--- src/rtl/cdb_arbiter_if.sv ---
// Common Data Bus arbitration interface: per-RS request payloads in, registered CDB broadcast out.
// The slave modport is the arbiter's view and the master modport is the reservation-station side.
interface cdb_arbiter_if #(
  parameter int unsigned NUM_REQ = 4,
  parameter int unsigned TAG_W   = 5,
  parameter int unsigned DATA_W  = 32
);
  logic [NUM_REQ-1:0]        in_req;
  logic [NUM_REQ*TAG_W-1:0]  in_tag;
  logic [NUM_REQ*DATA_W-1:0] in_val;
  logic [NUM_REQ*4-1:0]      in_icc;
  logic [NUM_REQ-1:0]        in_icc_we;
  logic                      in_flush;

  logic [NUM_REQ-1:0]        out_grant;
  logic                      out_CDB_broadcast;
  logic [TAG_W-1:0]          out_CDB_tag;
  logic [DATA_W-1:0]         out_CDB_val;
  logic [3:0]                out_ICC_flags;
  logic                      out_ICC_we;
  logic                      out_err_tag;

  modport master (
    output in_req, in_tag, in_val, in_icc, in_icc_we, in_flush,
    input  out_grant, out_CDB_broadcast, out_CDB_tag, out_CDB_val,
           out_ICC_flags, out_ICC_we, out_err_tag
  );

  modport slave (
    input  in_req, in_tag, in_val, in_icc, in_icc_we, in_flush,
    output out_grant, out_CDB_broadcast, out_CDB_tag, out_CDB_val,
           out_ICC_flags, out_ICC_we, out_err_tag
  );
endinterface

--- src/rtl/cdb_arbiter.sv ---
// Round-robin owner of the Common Data Bus: grants one reservation station per cycle
// and drives its tag, value and ICC onto a registered broadcast.
module cdb_arbiter #(
  parameter int unsigned     NUM_REQ     = 4,
  parameter int unsigned     TAG_W       = 5,
  parameter int unsigned     DATA_W      = 32,
  parameter logic [TAG_W-1:0] INVALID_TAG = '1
) (
  input logic          clk,
  input logic          rst,
  cdb_arbiter_if.slave cdb
);

  localparam int unsigned PTR_W = (NUM_REQ > 1) ? $clog2(NUM_REQ) : 1;

  logic [PTR_W-1:0]   ptr;
  logic [NUM_REQ-1:0] last_grant;

  logic [TAG_W-1:0]   tags [NUM_REQ];
  logic [DATA_W-1:0]  vals [NUM_REQ];
  logic [3:0]         iccs [NUM_REQ];
  logic [NUM_REQ-1:0] elig;
  logic [NUM_REQ-1:0] bad_req;

  logic               found;
  logic [PTR_W-1:0]   win;
  logic [PTR_W:0]     idx;
  logic [PTR_W-1:0]   ptr_nxt;
  logic [NUM_REQ-1:0] grant_nxt;
  logic [TAG_W-1:0]   win_tag;
  logic [DATA_W-1:0]  win_val;
  logic [3:0]         win_icc;
  logic               win_icc_we;

  // Unpack per-RS slices; the RS that was just granted is masked for one cycle.
  always_comb begin
    for (int i = 0; i < int'(NUM_REQ); i++) begin
      tags[i]    = cdb.in_tag[i*TAG_W +: TAG_W];
      vals[i]    = cdb.in_val[i*DATA_W +: DATA_W];
      iccs[i]    = cdb.in_icc[i*4 +: 4];
      bad_req[i] = cdb.in_req[i] & (tags[i] == INVALID_TAG);
      elig[i]    = cdb.in_req[i] & ~last_grant[i] & (tags[i] != INVALID_TAG);
    end
  end

  // First eligible index at or after ptr, wrapping past NUM_REQ-1 to 0.
  always_comb begin
    found = 1'b0;
    win   = '0;
    idx   = '0;
    for (int k = 0; k < int'(NUM_REQ); k++) begin
      idx = {1'b0, ptr} + (PTR_W+1)'(k);
      if (idx >= (PTR_W+1)'(NUM_REQ)) idx = idx - (PTR_W+1)'(NUM_REQ);
      if (!found && elig[PTR_W'(idx)]) begin
        found = 1'b1;
        win   = PTR_W'(idx);
      end
    end
  end

  always_comb begin
    win_tag    = '0;
    win_val    = '0;
    win_icc    = '0;
    win_icc_we = 1'b0;
    for (int i = 0; i < int'(NUM_REQ); i++) begin
      if (PTR_W'(i) == win) begin
        win_tag    = tags[i];
        win_val    = vals[i];
        win_icc    = iccs[i];
        win_icc_we = cdb.in_icc_we[i];
      end
    end
    grant_nxt = NUM_REQ'(1) << win;
    ptr_nxt   = (win == PTR_W'(NUM_REQ - 1)) ? '0 : win + PTR_W'(1);
  end

  // Flush suppresses the broadcast but keeps ptr and the mask so no request is lost.
  always_ff @(posedge clk or posedge rst) begin
    if (rst) begin
      ptr                   <= '0;
      last_grant            <= '0;
      cdb.out_grant         <= '0;
      cdb.out_CDB_broadcast <= 1'b0;
      cdb.out_CDB_tag       <= INVALID_TAG;
      cdb.out_CDB_val       <= '0;
      cdb.out_ICC_flags     <= '0;
      cdb.out_ICC_we        <= 1'b0;
      cdb.out_err_tag       <= 1'b0;
    end else begin
      if (|bad_req) cdb.out_err_tag <= 1'b1;
      if (cdb.in_flush) begin
        cdb.out_grant         <= '0;
        cdb.out_CDB_broadcast <= 1'b0;
        cdb.out_ICC_we        <= 1'b0;
      end else if (found) begin
        ptr                   <= ptr_nxt;
        last_grant            <= grant_nxt;
        cdb.out_grant         <= grant_nxt;
        cdb.out_CDB_broadcast <= 1'b1;
        cdb.out_CDB_tag       <= win_tag;
        cdb.out_CDB_val       <= win_val;
        cdb.out_ICC_flags     <= win_icc;
        cdb.out_ICC_we        <= win_icc_we;
      end else begin
        last_grant            <= '0;
        cdb.out_grant         <= '0;
        cdb.out_CDB_broadcast <= 1'b0;
        cdb.out_ICC_we        <= 1'b0;
      end
    end
  end

endmodule
--- src/flat_wrapper.sv ---
// flat-port wrapper written by rule: the top's interface ports become plain ports
module cdb_arbiter_flat 
#(
  parameter int unsigned     NUM_REQ     = 4,
  parameter int unsigned     TAG_W       = 5,
  parameter int unsigned     DATA_W      = 32,
  parameter logic [TAG_W-1:0] INVALID_TAG = '1
)
  (clk, rst, cdb_in_req, cdb_in_tag, cdb_in_val, cdb_in_icc, cdb_in_icc_we, cdb_in_flush, cdb_out_grant, cdb_out_CDB_broadcast, cdb_out_CDB_tag, cdb_out_CDB_val, cdb_out_ICC_flags, cdb_out_ICC_we, cdb_out_err_tag);
  cdb_arbiter_if #(.NUM_REQ(NUM_REQ), .TAG_W(TAG_W), .DATA_W(DATA_W)) cdb_i ();
  input logic clk;
  input logic rst;
  input wire logic [$bits(cdb_i.in_req)-1:0] cdb_in_req;
  input wire logic [$bits(cdb_i.in_tag)-1:0] cdb_in_tag;
  input wire logic [$bits(cdb_i.in_val)-1:0] cdb_in_val;
  input wire logic [$bits(cdb_i.in_icc)-1:0] cdb_in_icc;
  input wire logic [$bits(cdb_i.in_icc_we)-1:0] cdb_in_icc_we;
  input wire logic [$bits(cdb_i.in_flush)-1:0] cdb_in_flush;
  output wire logic [$bits(cdb_i.out_grant)-1:0] cdb_out_grant;
  output wire logic [$bits(cdb_i.out_CDB_broadcast)-1:0] cdb_out_CDB_broadcast;
  output wire logic [$bits(cdb_i.out_CDB_tag)-1:0] cdb_out_CDB_tag;
  output wire logic [$bits(cdb_i.out_CDB_val)-1:0] cdb_out_CDB_val;
  output wire logic [$bits(cdb_i.out_ICC_flags)-1:0] cdb_out_ICC_flags;
  output wire logic [$bits(cdb_i.out_ICC_we)-1:0] cdb_out_ICC_we;
  output wire logic [$bits(cdb_i.out_err_tag)-1:0] cdb_out_err_tag;
  assign cdb_i.in_req = cdb_in_req;
  assign cdb_i.in_tag = cdb_in_tag;
  assign cdb_i.in_val = cdb_in_val;
  assign cdb_i.in_icc = cdb_in_icc;
  assign cdb_i.in_icc_we = cdb_in_icc_we;
  assign cdb_i.in_flush = cdb_in_flush;
  assign cdb_out_grant = cdb_i.out_grant;
  assign cdb_out_CDB_broadcast = cdb_i.out_CDB_broadcast;
  assign cdb_out_CDB_tag = cdb_i.out_CDB_tag;
  assign cdb_out_CDB_val = cdb_i.out_CDB_val;
  assign cdb_out_ICC_flags = cdb_i.out_ICC_flags;
  assign cdb_out_ICC_we = cdb_i.out_ICC_we;
  assign cdb_out_err_tag = cdb_i.out_err_tag;
  cdb_arbiter #(.NUM_REQ(NUM_REQ), .TAG_W(TAG_W), .DATA_W(DATA_W), .INVALID_TAG(INVALID_TAG)) u_core (.clk(clk), .rst(rst), .cdb(cdb_i));
endmodule
--- config.mk ---
export PLATFORM = sky130hd
export DESIGN_NAME = cdb_arbiter_flat
export DESIGN_NICKNAME = d
export VERILOG_FILES = /design/src/rtl/cdb_arbiter_if.sv /design/src/rtl/cdb_arbiter.sv /design/src/flat_wrapper.sv
export SDC_FILE = /design/constraint.sdc
export NUM_CORES = 1
export LEC_CHECK = 0
export CAP_MARGIN = 20
export CELL_PAD_IN_SITES_DETAIL_PLACEMENT = 1
export CELL_PAD_IN_SITES_GLOBAL_PLACEMENT = 1
export CORE_MARGIN = 2
export CORE_UTILIZATION = 25
export DETAILED_ROUTE_END_ITERATION = 8
export PLACE_DENSITY_LB_ADDON = 0.08
export SLEW_MARGIN = 40
export SYNTH_ARGS = -nofsm -noshare
export SYNTH_HDL_FRONTEND = slang
export SYNTH_SLANG_ARGS = --single-unit
--- constraint.sdc ---
create_clock -name clk -period 3.83 [get_ports clk]
set_clock_uncertainty 0.05 [all_clocks]
set_input_delay 0.9575 -clock clk [delete_from_list [all_inputs] [get_ports clk]]
set_output_delay 0.9575 -clock clk [all_outputs]
set_load 0.005 [all_outputs]
; ---- Word level (Yosys, flattened, before mapping)
; Index checks and enable logic that the tools add are counted.
[totals]
regBits = 54
wordCells = 107
in_bits = 175
output_inout_bits = 48
[op_classes]
bitwise = 17
muxes = 43
n_reduce_logical = 9
n_lt_le_gt_ge = 8
addsub = 8
n_eq_ne = 12
shifts = 1
[op_table]
columns = op, n
row1 = 2-to-1 mux 32 bit, 4
row2 = 2-to-1 mux 4 bit, 6
row3 = "equality test 5 bit, second input constant", 4
row4 = 2-to-1 mux 5 bit, 4
row5 = "!= test 5 bit, second input constant", 4
row6 = 2-to-1 mux 2 bit, 9
row7 = 2-to-1 mux 1 bit, 16
row8 = bitwise AND 1 bit, 12
row9 = "less-than comparator 2 x 3 -> 1 bit, second input constant", 4
row10 = ">= comparator 3 bit, second input constant", 3
row11 = binary-select mux 1 bit (select 2 bit), 4
row12 = "subtractor 2 x 1 -> 2 bit, second input constant", 4
row13 = "adder 2 x 2 -> 3 bit, second input constant", 2
row14 = inverter 1 bit, 5
row15 = "equality test 2 bit, first input constant", 2
row16 = OR reduction 4 bit, 1
row17 = "<< shifter 1 x 2 -> 4 bit, first input constant", 1
row18 = "adder 2 x 1 -> 3 bit, second input constant", 1
row19 = ">= comparator 2 x 3 -> 1 bit, second input constant", 1
row20 = logical AND 1 bit, 3
row21 = zero test 1 bit, 3
row22 = "adder 2 x 1 -> 2 bit, second input constant", 1
row23 = "equality test 1 x 2 -> 1 bit, first input constant", 1
row24 = "equality test 2 bit, second input constant", 1
row25 = other kinds (2), 2

; ---- Depth between registers and ports, before layout
; Gate-level depths: netlist (run 1).
[logic_depth]
ltp_word = 22
mapped_depth = 13

; ---- Worst setup path after synthesis (run 1)
; OpenSTA, ideal clock, no wires.
[synth_path]
kind = in2reg
start = input port cdb_in_tag[17]
end = register u_core.cdb.out_CDB_val[0]
arrival_time_ns = 3.325
setup_ns = 0.122
t_required_ns = 3.658
stages = 13
setup_slack_ns = 0.333
cell_sequence = and3_1 a311oi_1 o221ai_1 o31a_1 or2_2 ha_1 nor2b_1 buf_2 buf_2 a221oi_1 nor3_1 a21oi_1 a21oi_1
[synth_between]
elab_chain_cells = 19
[synth_rtl]
columns = element, line_no
row1 = from (decl), flat_wrapper.sv:14  ; input wire logic [$bits(cdb_i.in_tag)-1:0] cdb_in_tag;
row2 = != test 5 bit (*), cdb_arbiter.sv:42  ; elig[i] = cdb.in_req[i] & ~last_grant[i] & (tags[i] != INVALID_TAG);
row3 = bitwise AND 1 bit (*), cdb_arbiter.sv:42
row4 = binary-select mux 1 bit (select 2 bit), cdb_arbiter.sv:54  ; if (!found && elig[PTR_W'(idx)]) begin
row5 = 2-to-1 mux 1 bit (implied by the code), cdb_arbiter.sv:54
row6 = 2-to-1 mux 1 bit, cdb_arbiter.sv:54
row7 = zero test 1 bit, cdb_arbiter.sv:54
row8 = logical AND 1 bit, cdb_arbiter.sv:54
row9 = 2-to-1 mux 1 bit, cdb_arbiter.sv:54
row10 = zero test 1 bit, cdb_arbiter.sv:54
row11 = logical AND 1 bit, cdb_arbiter.sv:54
row12 = 2-to-1 mux 1 bit, cdb_arbiter.sv:54
row13 = zero test 1 bit, cdb_arbiter.sv:54
row14 = logical AND 1 bit, cdb_arbiter.sv:54
row15 = 2-to-1 mux 2 bit, cdb_arbiter.sv:54
row16 = zero test 2 bit, cdb_arbiter.sv:67  ; if (PTR_W'(i) == win) begin
row17 = 2-to-1 mux 32 bit (4 in series), cdb_arbiter.sv:67
row18 = to (signal assigned), cdb_arbiter.sv:102  ; cdb.out_CDB_val <= win_val;
row19 = to (decl), cdb_arbiter_if.sv:31  ; output out_grant, out_CDB_broadcast, out_CDB_tag, out_CDB_val,
; Every way passes the cells marked *; elsewhere a longest branch is shown, timed or not. The select of a mux whose other input is x is not followed.
; A chain may end at the register's enable or synchronous reset.

; ---- Final worst setup path (run 1)
[layout_path]
start = input port cdb_in_tag[7]
end = register u_core.cdb.out_CDB_tag[1]
[layout_between]
elab_chain_cells = 19
[layout_rtl]
columns = element, line_no
row1 = != test 5 bit (*), cdb_arbiter.sv:42
row2 = bitwise AND 1 bit (*), cdb_arbiter.sv:42
row3 = binary-select mux 1 bit (select 2 bit), cdb_arbiter.sv:54
row4 = 2-to-1 mux 1 bit (implied by the code), cdb_arbiter.sv:54
row5 = 2-to-1 mux 1 bit, cdb_arbiter.sv:54
row6 = zero test 1 bit, cdb_arbiter.sv:54
row7 = logical AND 1 bit, cdb_arbiter.sv:54
row8 = 2-to-1 mux 1 bit, cdb_arbiter.sv:54
row9 = zero test 1 bit, cdb_arbiter.sv:54
row10 = logical AND 1 bit, cdb_arbiter.sv:54
row11 = 2-to-1 mux 1 bit, cdb_arbiter.sv:54
row12 = zero test 1 bit, cdb_arbiter.sv:54
row13 = logical AND 1 bit, cdb_arbiter.sv:54
row14 = 2-to-1 mux 2 bit, cdb_arbiter.sv:54
row15 = zero test 2 bit, cdb_arbiter.sv:67
row16 = 2-to-1 mux 5 bit (4 in series), cdb_arbiter.sv:67
row17 = to (signal assigned), cdb_arbiter.sv:101  ; cdb.out_CDB_tag <= win_tag;
row18 = to (decl), cdb_arbiter_if.sv:31
; Marks and branches as above.

==> results.txt, run 1 <==
* Portion of total power attributed to the clock network: 0.117
* Most used flip-flop cell after synthesis: dfrtp_1
* Total net switching power: 1.84 mW
- After synthesis the netlist holds a flip-flop and latch count of 54.
* Count of unique library cells instantiated by Yosys: 38
- Static timing analysis puts the maximum clock frequency at 0.271 GHz.
* Setup crit start kind: input port
* Status: finished clean
- Fraction of synthesized cell area taken by the top area cell type: 0.368
* Leakage power: 2.40 nW
- Tracing the worst setup path back leads to its startpoint at cdb_in_tag[7].
- The count of buffers added on input and output ports is 222.
- Once layout is done, the placed cells without fillers occupy 6210 um^2.
- Cell area reported after detailed placement: 5930 um^2
- In this run the critical register-to-register path is captured at u_core.cdb.out_CDB_tag[1].
* Total number of vias: 3968
* Number of standard-cell rows in the floorplan: 42
- Synth area leaders: dfrtp_1 (37%), a21oi_1 (12%), a221oi_1 (10%)
- Leftover overflow at the end of global routing: 0
- Final hold analysis gives a worst-case slack of 0.434 ns.
- Number of instances in the synthesized netlist: 396
* Ys Warns: 0
- Insertion delay of the later-clocked pin in the worst-skew pair: 0.31 ns
* Number of nets in the final layout: 804
- Half-perimeter wire length after detailed placement: 10700 um
- Internal power of the cells: 2.76 mW
- A synthesized cell averages 8.40 um^2.
* Comb pwr share: 0.659
- In the finished design, the share of the clock period the worst path needs comes to 0.963.
- Biggest fanout along the worst timing path: 4
- Area of the mapped netlist: 3330 um^2
* Max-slew headroom: 0.737
* Clock tree from TritonCTS: done
* Number of global-route vias before repair: 4310
- Fraction of power consumed by sequential logic: 0.224
* CTS clk-pin slew, worst paths: 0.07 ns
- Core ar.: 13100 um^2
* Setup repair after global routing missed its margin: true
- Number of H-tree levels: 2
* Clock Tree Buf Depth: 2
- For the pin with the worst max-slew slack, the measured transition is 0.394 ns.
* Area used by multi-input combinational logic: 1880 um^2
* Hold/Removal Path Class: reg2reg
- In this run the count of I/O pins placed on the die edge is 223.
- Yosys instantiated no cell more often than a21oi_1.
- Peak ir drop on the vdd network: 0.297 mV
- Vias/cell: 4.95
- The die covers 14300 um^2.
- In this run the worst setup path terminates at u_core.cdb.out_CDB_tag[1].
- Number of max-cap violations: 0
- Pin count of the biggest net entering global routing: 57
- The detailed router finished its first iteration with 101 violations.
- EDFF count, synth: 0
- Async S/R FF share, synth: 1.00
* Wire length of the first global-routing pass: 22100 um
- The number of nets in the synthesized netlist is 575.
* Placer congestion estimate: 0.850
* Antenna Cells: 0
- Average wire length per cell after detail routing: 17.7 um
- For this design the ratio of total power to cell area is 740 nW/um^2.
- Counting every sink on the clock net gives 54.
- Summing internal, switching and leakage power gives 4.59 mW.
* Number of fill cells in the layout: 1529
- Of the total power, the share spent switching nets is 0.400.
- The setup check on the worst reg-to-reg path leaves a slack of 1.07 ns.
* Clock Root Buffer: clkbuf_16
- Number of buffers created by CTS: 5
- At the worst endpoint, the required time is 4.00 ns.
* Sequential cell area fraction in the yosys report: 0.408
- Area growth, synth to finish: 86.5%
- The number of antenna violations at the first check in global routing came to 0.
- The commonest cells after synthesis are a21oi_1 (83), dfrtp_1 (49), nor2_1 (44), nor2b_1 (41).
- Initial core utilization: 0.253
- Width of the chip: 119 um
- Count of nets left with antenna violations after detail routing: 0
- For this block, the routed nets add up to 14200 um of wire.
- The max-slew violation total from the final report was 0.
- In this run, post-CTS hold repair placed 0 buffers.
- In the routed design, unresolved DRC markers number 0.
* TritonRoute pass-1 iters: 4
- Global router's overall resource usage: 0.196
* Minimum period implied by the final worst setup slack: 3.69 ns
- RR Startpoint: u_core.last_grant[1]
* Worst reg-to-reg path cell count: 11
* Arrival time at the worst endpoint: 3.86 ns
- From bottom edge to top edge, the die measures 119 um.
- Library cell with the largest summed area after synthesis: dfrtp_1
* Final Hold Violating Endpoints: 0
- Sequential standard cell area: 1360 um^2
* Number of setup violations in the final report: 0
- STA classifies the critical path endpoint as a register.
- Fraction of final layout cells sized beyond drive strength 1: 0.105
* Kind of critical path: in2reg
metrics by stage:
stage           util  TNS [ns]  cells  worst slack [ns]
3_5_place_dp   0.451    -10.78    790            -0.378
6_report       0.473         0    802             0.142
2_1_floorplan      -         0    396             0.333
3_3_place_gp   0.449    -14.12    789            -0.514
5_1_grt        0.473   -0.0292    802           -0.0292
4_1_cts        0.466         0    800            0.0328
layout by cell type, fill, tap and decap left out, drive strengths merged, types with 2 or more instances in the layout:
cell           netlist  final
a221oi              38     38
o211ai               4      4
and2                 4      4
a311o                2      2
buf                 12     35
nor2b               41     41
nor2                44     44
nand3b               4      4
dfrtp               49     49
clkbuf              24      6
and3                 2      2
nand4                3      3
a21oi               83     83
inv                  4      5
o21a                 4      4
nand2               11     11
a311oi               2      2
a21o                 4      4
nor3                38     38
ha                   4      4
dfstp                5      5
clkdlybuf4s50        0    222
metal layers:
layer	track usage	part of all wire	wire [um]	up-vias
li1	-	-	-	1922
met4	0.0397	0.013	191	0
met3	0.0647	0.078	1100	12
met2	0.358	0.50	7140	144
met5	0	0	0	-
met1	0.222	0.41	5760	1890
cell families after synthesis:
logic type / share of synthesized area
AND/OR/NAND/NOR: 0.228
AO/OA/AOI/OAI: 0.291
flip-flops: 0.408
buffers and inverters: 0.0545
adder cells (fa/ha/maj): 0.0150
multiplexers: 0.00338
power groups by stage:
| stage | sequential (mW) | combinational (mW) | clock, mW |
|---|---|---|---|
| detailed placement | 1.03 | 2.93 | 0 |
| finish | 1.03 | 3.02 | 0.537 |
| floorplan | 1.04 | 1.61 | 0 |
| global route | 1.07 | 3.34 | 0.574 |
| global placement | 1.01 | 2.81 | 0 |
| CTS | 1.03 | 2.99 | 0.560 |
how the worst min path moves through the flow:
| stage | startpoint | end | depth (start not counted) | slack, ns |
|---|---|---|---|---|
| after floorplan | u_core.last_grant[0] | u_core.last_grant[0] | 1 | 0.40 |
| after global placement | u_core.cdb.out_ICC_flags[2] | u_core.cdb.out_ICC_flags[2] | 1 | 0.43 |
| after detailed placement | u_core.last_grant[2] | u_core.last_grant[2] | 1 | 0.43 |
| after CTS | u_core.last_grant[2] | u_core.last_grant[2] | 1 | 0.44 |
| after global routing | u_core.last_grant[2] | u_core.last_grant[2] | 1 | 0.46 |
| final | u_core.last_grant[2] | u_core.last_grant[2] | 1 | 0.43 |
critical path, stage by stage:
cell             delay [ns]
clkdlybuf4s50_1        0.44
and3_1                 0.24
a311oi_4               0.33
nor2_1                 0.09
o31a_1                 0.31
or2_2                  0.31
ha_1                   0.21
nor2b_4                0.17
buf_4                  0.14
a221oi_1               0.34
nor3_1                 0.10
a21oi_1                0.13
a21oi_1                0.08
repair_timing:
item / in CTS / in global routing
gates resized for setup: 0 / 12
pin swaps: 1 / 1
endpoints found under the setup margin: 15 / 42
setup buffers: 2 / 2
endpoints found under the hold margin: 0 / 0
final cells by class:
class,instances,area share
repair buffers,258,0.414
multi-input cells,302,0.302
flip-flops and latches,54,0.219
well taps,176,0.0355
clock buffers,5,0.0202
clock inverters,3,0.00705
inverters,4,0.00242
registers in the layout (all words and copies together) (netlist names):
register / flops
u_core.cdb.out_CDB_broadcast: 1
u_core.cdb.out_CDB_tag: 5
u_core.cdb.out_CDB_val: 32
u_core.cdb.out_ICC_flags: 4
u_core.cdb.out_err_tag: 1
u_core.cdb.out_grant: 4
u_core.last_grant: 4
u_core.cdb.out_ICC_we: 1
u_core.ptr: 2
(Power assumes the default switching activity.)
==> inputs of run 2 (changes only) <==
- SLEW_MARGIN: 40 -> 5
==> results.txt, run 2 (same netlist as run 1, synthesis figures left out) <==
* Status: finished clean
- Half-perimeter wire length after detailed placement: 10700 um (-0.82%)
* Number of global-route vias before repair: 4251 (-1.4%)
* Number of nets in the final layout: 803 (-0.12%)
* Global router's overall resource usage: 0.199 (+0.00301)
- Biggest fanout along the worst timing path: 19 (+15)
- TritonCTS built the clock tree.
* IO Pins: 223 (unchanged)
- The global-route wire length before repair is 22300 um (+1.1%).
* Final Hold Violating Endpoints: 0 (unchanged)
* Height of the die: 119 um (unchanged)
* Final cycle utilization of the critical path: 0.962 (about the same)
* Post-Route WL: 14200 um (+0.39%)
- Setup repair after global routing missed its margin: true
* Clock Tree Buf Depth: 2 (unchanged)
- The number of levels the H-tree was split into is 2 (unchanged).
- The flip-flop count of the largest register after layout is 32 (unchanged).
* Number of standard-cell rows in the floorplan: 42 (unchanged)
- Average wire length per cell after detail routing: 17.8 um (+0.52%)
- Most common cell after layout, fill and taps aside: clkdlybuf4s50_1
- The total of endpoints with negative setup slack in the final report came to 0 (unchanged).
- Number of standard cells in the final layout excluding fillers: 801 (-0.12%)
* Leftover overflow at the end of global routing: 0 (unchanged)
- The minimum period implied by the final worst setup slack is 3.68 ns (-0.00368 ns).
* Max-slew headroom: 0.746 (+0.00910)
- Hold/Removal Path Class: reg2reg
* Count of nets left with antenna violations after detail routing: 0 (unchanged)
* Width of the chip: 119 um (unchanged)
- The number of buffers inserted by port buffering is 222 (unchanged).
- The routed via count divided by cell count is 4.90 (-0.96%).
- The placed instance count is 789 (-0.13%).
* Antenna violations before repair: 0 (unchanged)
- The DRC violation total after the first TritonRoute iteration was 148 (+47%).
- The post-route DRC violation count was 0 (unchanged).
- The areal power density over the cells is 743 nW/um^2 (+0.48%).
* Registers with the highest flip-flop counts: u_core.cdb.out_CDB_val: 32 flops, u_core.cdb.out_CDB_tag: 5 flops
- The worst path required time is 4.00 ns (about the same).
* Antenna Cells: 0 (unchanged)
- Total number of vias: 3925 (-1.1%)
- The floorplan core area is 13100 um^2 (unchanged).
- The initial cell density of the core is 0.253 (unchanged).
* Arrival time at the worst endpoint: 3.85 ns (about the same)
- The utilization after layout came to 0.472 (-0.00105).
- The first-pass iteration count of the detailed router was 5 (+1).
* Area growth, synth to finish: 86.1%
- Leakage power: 2.39 nW (-0.30%)
- The clock insertion delay at the later pin of the skew report came to 0.30 ns (about the same).
- The critical path in this run is classified as in2reg.
- CTS clk-pin slew, worst paths: 0.08 ns (about the same)
- The max-slew violation total from the final report came to 0 (unchanged).
- Die ar.: 14300 um^2 (unchanged)
- The placer congestion estimate was 0.850 (unchanged).
* Peak ir drop on the vdd network: 0.342 mV (+15%)
* Commonest non-fill, non-tap cells in the layout: clkdlybuf4s50_1 (222), a21oi_1 (83), dfrtp_1 (49), nor2_1 (44), nor2b_1 (40)
- The worst setup path is launched from an input port.
- STA classifies the critical path endpoint as a register.
* Number of fill cells in the layout: 1516 (-0.85%)
- Number of max-cap violations: 0 (unchanged)
* F_max: 0.271 GHz (+0.10%)
* Worst hold slack: 0.439 ns (+0.00418 ns)
- Pin count of the biggest net entering global routing: 57 (unchanged)
- Number of buffers created by CTS: 5 (unchanged)
* Transition time of the tightest slew-check pin: 0.380 ns (-0.0136 ns)
- Fraction of final layout cells sized beyond drive strength 1: 0.101 (-0.00463)
- u_core.cdb.out_CDB_val holds more flip-flops than any other register.
- CTS placed an instance of clkbuf_16 at the clock tree root.
- The clock sink total came to 54 (unchanged).
-- run 2: cell types whose count changed in the layout (fill, tap and decap cells not counted), sizes merged --
cell / previous run / this run
clkbuf: 6 / 5
buf: 35 / 34
nor2b: 41 / 42
-- run 2: final cells by class --
cell class	instances	area (um^2)	area share
clock inverters	3	43.8	0.00707
well taps	176	220	0.0355
repair buffers	256	2550	0.412
flip-flops and latches	54	1360	0.219
multi-input cells	303	1880	0.304
inverters	4	15.0	0.00242
clock buffers	5	125	0.0202
-- run 2: final timing paths --
kind | depth (start not counted) | startpoint | end | slack [ns]
max in group asynchronous | 3 | rst | u_core.cdb.out_CDB_tag[4] | 2.31
worst min register to register | 1 | u_core.last_grant[2] | u_core.last_grant[2] | 0.44
worst max register to register | 11 | u_core.last_grant[1] | u_core.cdb.out_CDB_tag[1] | 1.00
worst min-delay path | 1 | u_core.last_grant[2] | u_core.last_grant[2] | 0.44
min in group asynchronous | 2 | rst | u_core.cdb.out_CDB_val[30] | 0.81
worst max-delay path | 13 | cdb_in_tag[7] | u_core.cdb.out_CDB_tag[1] | 0.15
-- run 2: report_power, final --
part           leakage, nW  switching (mW)  internal, mW
sequential           0.629           0.157         0.866
combinational         1.68            1.47          1.58
clock               0.0842           0.223         0.310
-- run 2: repair_timing --
action	4_1_cts	5_1_grt
pin swaps	0	1
gates resized for setup	3	10
setup buffers	0	3
setup endpoints to repair	38	42
hold buffers	0	0
cloned	1	0
-- run 2: critical path, cell delays in order --
cell             delay (ns)
clkdlybuf4s50_1        0.43
and3_1                 0.24
a311oi_4               0.31
nor2_1                 0.10
o31a_1                 0.32
or2_2                  0.32
ha_2                   0.21
nor2b_4                0.14
buf_12                 0.16
a221oi_1               0.35
nor3_1                 0.10
a21oi_1                0.12
a21oi_1                0.08
-- run 2: through the flow --
stage | power (mW) | setup TNS, ns | area [um^2] | setup slack (ns)
after detailed placement | 3.91 | -20.37 | 5900 | -0.661
final | 4.60 | 0 | 6190 | 0.146
after floorplan | 2.65 | 0 | 3330 | 0.333
after global routing | 5.01 | -0.0166 | 6190 | -0.00944
after CTS | 4.53 | 0 | 6090 | 0.0000715
after global placement | 3.82 | -14.12 | 5900 | -0.514
-- run 2: routing by layer --
metal,routed length [um],vias up,global-route usage
met1,5710,1850,0.228
met2,7240,141,0.363
met5,0,-,0
li1,-,1925,-
met4,139,0,0.0404
met3,1160,9,0.0627
==> inputs of run 3 (changes only) <==
- CAP_MARGIN: 20 -> 15
- CTS_CLUSTER_SIZE: not set -> 16
- SETUP_SLACK_MARGIN: not set -> 0.15
==> results.txt, run 3 (same netlist as run 1, synthesis figures left out) <==
- Status: finished clean
- The layout cell share with drive strength beyond 1 is 0.142 (+0.0416).
* Count of placed standard cells including taps: 789 (unchanged)
- The DRC violation total after the first TritonRoute iteration came to 118 (-20%).
* Area growth, synth to finish: 93.9%
- Number of setup violations in the final report: 0 (unchanged)
- The depth of the worst hold-timing path is 1 (unchanged).
- The hold violation count in the final report came to 0 (unchanged).
- Transition time of the tightest slew-check pin: 0.404 ns (+0.0238 ns)
- The count of pins on the block boundary was 223 (unchanged).
- Hold/Removal Path Class: reg2reg
- Registers with the highest flip-flop counts: u_core.cdb.out_CDB_val: 32 flops, u_core.cdb.out_CDB_tag: 5 flops
- Most common cell after layout, fill and taps aside: clkdlybuf4s50_1
- The worst path required time came to 3.96 ns (-0.04 ns).
- The clock insertion delay at the later pin of the skew report came to 0.30 ns (about the same).
- Number of standard-cell rows in the floorplan: 42 (unchanged)
- The CTS clock-pin slew for the worst setup and hold paths was 0.08 ns (about the same).
* Minimum period implied by the final worst setup slack: 3.60 ns (-0.0820 ns)
* Total number of vias: 4001 (+1.9%)
* Clock Tree Buf Depth: 2 (unchanged)
- Post-detailed-route DRC marker count: 0 (unchanged)
* Width of the chip: 119 um (unchanged)
* F_max: 0.278 GHz (+2.3%)
- Setup crit start kind: input port
- Commonest non-fill, non-tap cells in the layout: clkdlybuf4s50_1 (222), a21oi_1 (83), dfrtp_1 (49), nor2_1 (43), nor2b_1 (40)
* Core ar.: 13100 um^2 (unchanged)
- Biggest fanout along the worst timing path: 10 (-9)
- The routed wire length came to 15100 um (+6.1%).
* Average wire length per cell after detail routing: 18.7 um (+5.2%)
* Pin count of the biggest net entering global routing: 57 (unchanged)
- Count of clock tree sinks: 54 (unchanged)
- The standby leakage power is 2.49 nW (+4.0%).
- Placer congestion estimate: 0.850 (unchanged)
- The worst setup path is captured at a register.
- The number of levels the H-tree was split into is 2 (unchanged).
- The first-pass iteration count of the detailed router is 4 (-1).
- The routed via count divided by cell count is 4.95 (+1.1%).
* Half-perimeter wire length after detailed placement: 10700 um (unchanged)
* Peak ir drop on the vdd network: 0.356 mV (+4.1%)
- Clock Root Buffer: clkbuf_16
- The cts-stage hold buffer count is 0 (unchanged).
- The data arrival time of the critical path is 3.73 ns (-0.12 ns).
* Register bank with the most flops: u_core.cdb.out_CDB_val
- The initial cell density of the core is 0.253 (unchanged).
- The max-slew violation total from the final report came to 0 (unchanged).
* Leftover overflow at the end of global routing: 0 (unchanged)
* Die ar.: 14300 um^2 (unchanged)
- Height of the die: 119 um (unchanged)
* Pwr dens: 773 nW/um^2 (+4.1%)
- Final cycle utilization of the critical path: 0.941 (-0.0214)
- The max-capacitance violation count came to 0 (unchanged).
- The number of standard cells in the layout, taps in and fillers out came to 808 (+0.87%).
- The worst setup path is of the in2reg kind.
* Number of port buffers: 222 (unchanged)
- Setup repair after global routing could not meet its margin everywhere.
* Clock tree from TritonCTS: done
* Count of nets left with antenna violations after detail routing: 0 (unchanged)
- Number of flip-flops in the largest register: 32 (unchanged)
- Worst hold slack: 0.438 ns (-0.000613 ns)
- Antenna Cells: 0 (unchanged)
- Number of nets in the final layout: 810 (+0.87%)
- Worst reg-to-reg path cell count: 11 (unchanged)
* Global router's overall resource usage: 0.203 (+0.00386)
* Antenna violations before repair: 0 (unchanged)
- Number of buffers created by CTS: 5 (unchanged)
* Max-slew headroom: 0.730 (-0.0159)
- The number of global-route vias before repair is 4305 (+1.3%).
* Wire length of the first global-routing pass: 22700 um (+1.7%)
-- run 3: cell types whose count changed in the layout (fill, tap and decap cells not counted), sizes merged --
cell | previous run | this run
nor2b | 42 | 43
buf | 34 | 39
clkbuf | 5 | 6
-- run 3: worst paths after layout --
kind	start	end	slack, ns
max	cdb_in_tag[7]	u_core.cdb.out_CDB_val[10]	0.23
min	u_core.last_grant[2]	u_core.last_grant[2]	0.44
max reg2reg	u_core.last_grant[1]	u_core.cdb.out_CDB_val[10]	1.13
min reg2reg	u_core.last_grant[2]	u_core.last_grant[2]	0.44
max in group asynchronous	rst	u_core.cdb.out_CDB_tag[4]	2.32
min in group asynchronous	rst	u_core.cdb.out_CDB_val[30]	0.81
-- run 3: critical path, cell delays in order --
cell and delay (ns):
clkdlybuf4s50_1 0.45, and3_4 0.22, a311oi_4 0.37, nor2_1 0.11, o31a_1 0.30, or2_4 0.27, ha_4 0.19, nor2b_4 0.13
buf_12 0.16, a221oi_1 0.27, nor3_1 0.09, a21oi_1 0.13, a21oi_1 0.08
-- run 3: stage by stage --
step	setup WS, ns	instance area (um^2)	total power [mW]	TNS, ns	util
finish	0.228	6450	4.99	0	0.491
global route	0.0821	6450	5.38	0	0.491
CTS	0.0946	6180	4.67	0	0.470
detailed placement	-0.661	5900	3.91	-20.37	0.449
global placement	-0.514	5900	3.82	-14.12	0.449
floorplan	0.333	3330	2.65	0	-
-- run 3: what timing repair did --
| action | in CTS | in global routing |
|---|---|---|
| gates resized for setup | 6 | 35 |
| setup buffers | 4 | 4 |
| pin swaps | 1 | 3 |
| gates cloned | 2 | 1 |
| setup endpoints to repair | 42 | 42 |
-- run 3: per-layer routing --
metal | routed length, um | GRT usage | share of wire | vias up
li1 | - | - | - | 1948
met1 | 6060 | 0.236 | 0.40 | 1898
met2 | 7770 | 0.366 | 0.51 | 146
met3 | 1160 | 0.0627 | 0.077 | 9
met4 | 133 | 0.0434 | 0.0088 | 0
met5 | 0 | 0 | 0 | -
-- run 3: report_power, final --
part	leakage, nW	switching, mW	internal, mW	total (mW)
clock	0.0842	0.226	0.310	0.536
combinational	1.77	1.64	1.79	3.43
sequential	0.629	0.160	0.866	1.03
-- run 3: cell type report --
class	instances	area, um^2
clock buffers	5	125
fillers	1493	6680
clock inverters	3	43.8
flip-flops and latches	54	1360
inverters	4	15.0
repair buffers	262	2650
multi-input cells	304	2040
well taps	176	220
==> patch 1 (settings of run 3) <==
`TAG_W` is set to 5 in 3 places; all go to 10.
--- a/src/rtl/cdb_arbiter_if.sv
+++ b/src/rtl/cdb_arbiter_if.sv
@@ -2,7 +2,7 @@
 // The slave modport is the arbiter's view and the master modport is the reservation-station side.
 interface cdb_arbiter_if #(
   parameter int unsigned NUM_REQ = 4,
-  parameter int unsigned TAG_W   = 5,
+  parameter int unsigned TAG_W   = 10,
   parameter int unsigned DATA_W  = 32
 );
   logic [NUM_REQ-1:0]        in_req;
--- a/src/rtl/cdb_arbiter.sv
+++ b/src/rtl/cdb_arbiter.sv
@@ -2,7 +2,7 @@
 // and drives its tag, value and ICC onto a registered broadcast.
 module cdb_arbiter #(
   parameter int unsigned     NUM_REQ     = 4,
-  parameter int unsigned     TAG_W       = 5,
+  parameter int unsigned     TAG_W       = 10,
   parameter int unsigned     DATA_W      = 32,
   parameter logic [TAG_W-1:0] INVALID_TAG = '1
 ) (
--- a/src/flat_wrapper.sv
+++ b/src/flat_wrapper.sv
@@ -2,7 +2,7 @@
 module cdb_arbiter_flat 
 #(
   parameter int unsigned     NUM_REQ     = 4,
-  parameter int unsigned     TAG_W       = 5,
+  parameter int unsigned     TAG_W       = 10,
   parameter int unsigned     DATA_W      = 32,
   parameter logic [TAG_W-1:0] INVALID_TAG = '1
 )
Ports: changed (resized cdb_in_tag and cdb_out_CDB_tag); port bits go from 223 to 248. The function was not compared with the original's and may differ.
==> patch 1 against run 3 <==
Power grew 18%; routed wire length is 17% higher; critical path depth unchanged; sequential cell count up 5; critical endpoint is now u_core.cdb.out_CDB_val[28]$_DFFE_PP0P_; design area rose by 15%; via count up 15%; area after synthesis is 15% higher; worst setup slack worse by 0.039 ns; highest routed layer is now met5.
==> patch 1: results (changes against run 3) <==
overall fraction of global-route tracks in use 0.204 (+0.000941); result of the run complete, no violations; M1 GR Usage 0.226 (-0.0103); Post-synth top cells a21oi_1 (94), dfrtp_1 (49), nor3_1 (43); WL met2 9.23 mm (+19%); worst hold path endpoint u_core.cdb.out_ICC_flags[2]$_DFFE_PP0P_; routed length per instance 19.4 um (+3.9%); synthesized netlist net count 652 (+13%); final standard cell area without fillers 0.00745 mm2 (+15%); biggest area contributors in the synthesized netlist dfrtp_1 (32%), a21oi_1 (12%), a221oi_1 (8.7%); wirelength, routed 17.7 mm (+17%); Cell Count Post-Placement 880 (+12%); static leakage 3.03 nW (+22%); number of levels the H-tree was split into 3 (+1); cell internal pwr 0.00351 W (+18%); proportion of synthesized chip area in sequential cells 0.388 (-0.0203); share of the synthesized area in compound gates (AO/OA/AOI/OAI) 0.298 (+0.00739); critical path endpoint u_core.cdb.out_CDB_val[28]$_DFFE_PP0P_; highest routing layer actually used met5; via count of the first global-routing pass 4,801 (+12%); FILL cells 1,713 (+15%); number of antenna violations at the first check in global routing 3 (+3); Skew-Pair Late Insertion Delay 0.33 ns (+0.03 ns); post-synthesis area per instance 8.48 um2 (+0.89%); RR Startpoint u_core.last_grant[3]$_DFFE_PP0N_; final hold slack 0.440 ns (+0.00173 ns); number of DRC violations after detailed-routing iteration 0 129 (+9.3%); Vias/cell 5.02 (+1.4%); maximum number of pins on one net before global-route repair 58 (+1.8%); met2 Track Usage GR 0.369 (+0.00332); placement-stage cell area 0.00668 mm2 (+13%); share of layout cells above drive strength 1 0.173 (+0.0305); slowest stage delay, CP 0.48 ns (+0.03 ns); combinational power 0.00402 W (+17%); hold wc startpoint u_core.cdb.out_ICC_flags[2]$_DFFE_PP0P_; maximum clock frequency 0.275 GHz (-1.1%)
-- patch 1: cell count changes after synthesis, sizes merged, moves of 3 or more --
cell    before  now
dfstp        5   10
o311ai       0    4
o21ai        1    4
nor2        44   39
a21oi       83   94
o211ai       4    9
nor3        38   43
nand3b       4    9
o21a         4   10
nand4        3    8
nand2       11   24
clkbuf      24   29
-- patch 1: repair_timing --
| action | 4_1_cts | 5_1_grt |
|---|---|---|
| pin swaps | 3 | 17 |
| cloned | 1 | 2 |
| buffers inserted | 5 | 8 |
| endpoints found under the setup margin | 47 | 47 |
| resized for setup | 14 | 54 |
-- patch 1: layout make-up --
class                           count  area share
Multi-Input combinational cell    346       0.321
Clock inverter                      3     0.00202
Tap cell                          188      0.0316
Inverter                            6     0.00302
Timing Repair Buffer              297       0.409
Sequential cell                    59       0.200
Clock buffer                       12      0.0331
Antenna cell                        2    0.000672
==> patch 2 (config.mk and constraints of run 3) <==
Without the edit above. Make the reset (`rst`) synchronous in one clocked block.
--- a/src/rtl/cdb_arbiter.sv
+++ b/src/rtl/cdb_arbiter.sv
@@ -76,7 +76,7 @@
   end
 
   // Flush suppresses the broadcast but keeps ptr and the mask so no request is lost.
-  always_ff @(posedge clk or posedge rst) begin
+  always_ff @(posedge clk) begin
     if (rst) begin
       ptr                   <= '0;
       last_grant            <= '0;
Function: differs if rst is asserted again (counterexample within 4 cycles, from zero or initial values and one cycle with rst high); with rst held inactive, the same outputs for 4 cycles.
==> patch 2 against run 3 <==
Non-clock buffer count shrank 12; area after synthesis grew 4.7%; design area shrank 0.72%; utilization shrank 2.6 points; routed wire length shrank 0.70%; global-route usage shrank 1.1 points; worst setup slack gained 0.025 ns; sequential cell count is the same; first-iteration DRC count grew 16%; final cell count grew 0.99%; critical path type unchanged.
Power is not compared: it rests on default switching activity, and its combinational part moved more than twofold at a synthesized area within 25%.
==> patch 2: results (changes against run 3) <==
overall fraction of global-route tracks in use 0.191 (-0.0115); largest fanout on the critical path 11 (+1); Vias/cell 5.04 (+1.7%); met2 Track Usage GR 0.337 (-0.0291); number of ordinary and repair buffers in the finished layout 250 (-4.6%); registers with the highest flip-flop counts u_core.cdb.out_CDB_val x32, u_core.cdb.out_CDB_tag x5; via count of the first global-routing pass 4,168 (-3.2%); FILL cells 1,608 (+7.7%); share of the final layout cell area in sequential cells 0.169 (-0.0416); count of nets after finishing 814 (+0.49%); placed wire-length estimate after detailed placement 11.0 mm (+3.5%); Post-synth top cells a21oi_1 (57), dfxtp_1 (54), nor2_1 (43); multi-input gate share of total cell area 0.370 (+0.0538); minimum clock period 3.58 ns (-0.0247 ns); WL met1 6.06 mm (unchanged); number of levels the H-tree was split into 2 (unchanged); RePlAce Congestion 0.814 (-4.3%); global-route wire length before repair 21.9 mm (-3.7%); number of clock buffers in the layout 6 (+1); proportion of synthesized chip area in sequential cells 0.310 (-0.0978); detailed route wirelength on metal3 990 um (-15%); worst-case register-to-register setup slack 1.14 ns; synthesized netlist net count 601 (+4.5%); biggest area contributors in the synthesized netlist dfxtp_1 (31%), a211oi_2 (13%), a221oi_1 (10%); nonclk inv count 11 (+7); share of final layout cell area taken by clock buffers and inverters 0.0223 (-0.00391); M1 GR Usage 0.221 (-0.0147); GR Util met3 0.0538 (-0.00890); Synth warnings 0 (unchanged); share of layout cells above drive strength 1 0.190 (+0.0478); worst endpoint data arrival time 3.75 ns (+0.02 ns); maximum number of pins on one net before global-route repair 85 (+49%); result of the run complete, no violations; portion of the layout cell area used by non-clock buffers 0.397 (-0.0134); post-placement worst setup slack -0.145 ns (+0.516 ns); number of distinct library cells after synthesis 36 (-5.3%); multi-input logic cell count 313 (+3.0%); WL met2 7.64 mm (-1.7%); top flip-flop cell by instance count after synthesis dfxtp_1; post-synthesis async set-or-reset flop share 0 (-1.00)
-- patch 2: what timing repair did --
action                                  4_1_cts  5_1_grt
endpoints found under the setup margin        1       41
hold buffers                                  0        0
pin swaps                                     2        4
gates cloned                                  0        1
resized for setup                             3       38
setup buffers                                 0        2
-- patch 2: kinds of logic after synthesis --
| kind of cell | Yosys count | share of synthesized area |
|---|---|---|
| flops | 54 | 0.310 |
| fa+ha+maj | 4 | 0.0144 |
| buf+inv | 55 | 0.0736 |
| simple gates | 153 | 0.233 |
| compound gates | 155 | 0.366 |
| mux | 1 | 0.00287 |
-- patch 2: per-stage QoR --
step | setup TNS (ns) | hold slack (ns) | utilization | cells | area [um2]
6_report | 0 | 0.419 | 0.465 | 816 | 6410
5_1_grt | 0 | 0.454 | 0.465 | 816 | 6410
4_1_cts | 0 | 0.419 | 0.448 | 813 | 6160
3_5_place_dp | -3.29 | 0.408 | 0.436 | 805 | 6000
3_3_place_gp | -0.150 | 0.400 | 0.436 | 805 | 6000
2_1_floorplan | 0 | 0.382 | - | 422 | 3490
-- patch 2: worst paths after layout --
kind | startpoint | to | depth (start not counted)
worst max-delay path | cdb_in_tag[5] | u_core.cdb.out_CDB_val[16]$_SDFFE_PP0N_ | 14
worst min-delay path | u_core.last_grant[0]$_SDFFE_PP0N_ | u_core.last_grant[0]$_SDFFE_PP0N_ | 2
worst max register to register | u_core.last_grant[1]$_SDFFE_PP0N_ | u_core.cdb.out_CDB_val[16]$_SDFFE_PP0N_ | 12
worst min register to register | u_core.last_grant[0]$_SDFFE_PP0N_ | u_core.last_grant[0]$_SDFFE_PP0N_ | 2
-- patch 2: worst register-to-register path: cells and delay by family (launching register included) --
kind,cells,cell delay (ns)
compound gates,7,1.09
fa+ha+maj,1,0.20
buf+inv,2,0.43
flops,1,0.35
simple gates,2,0.50
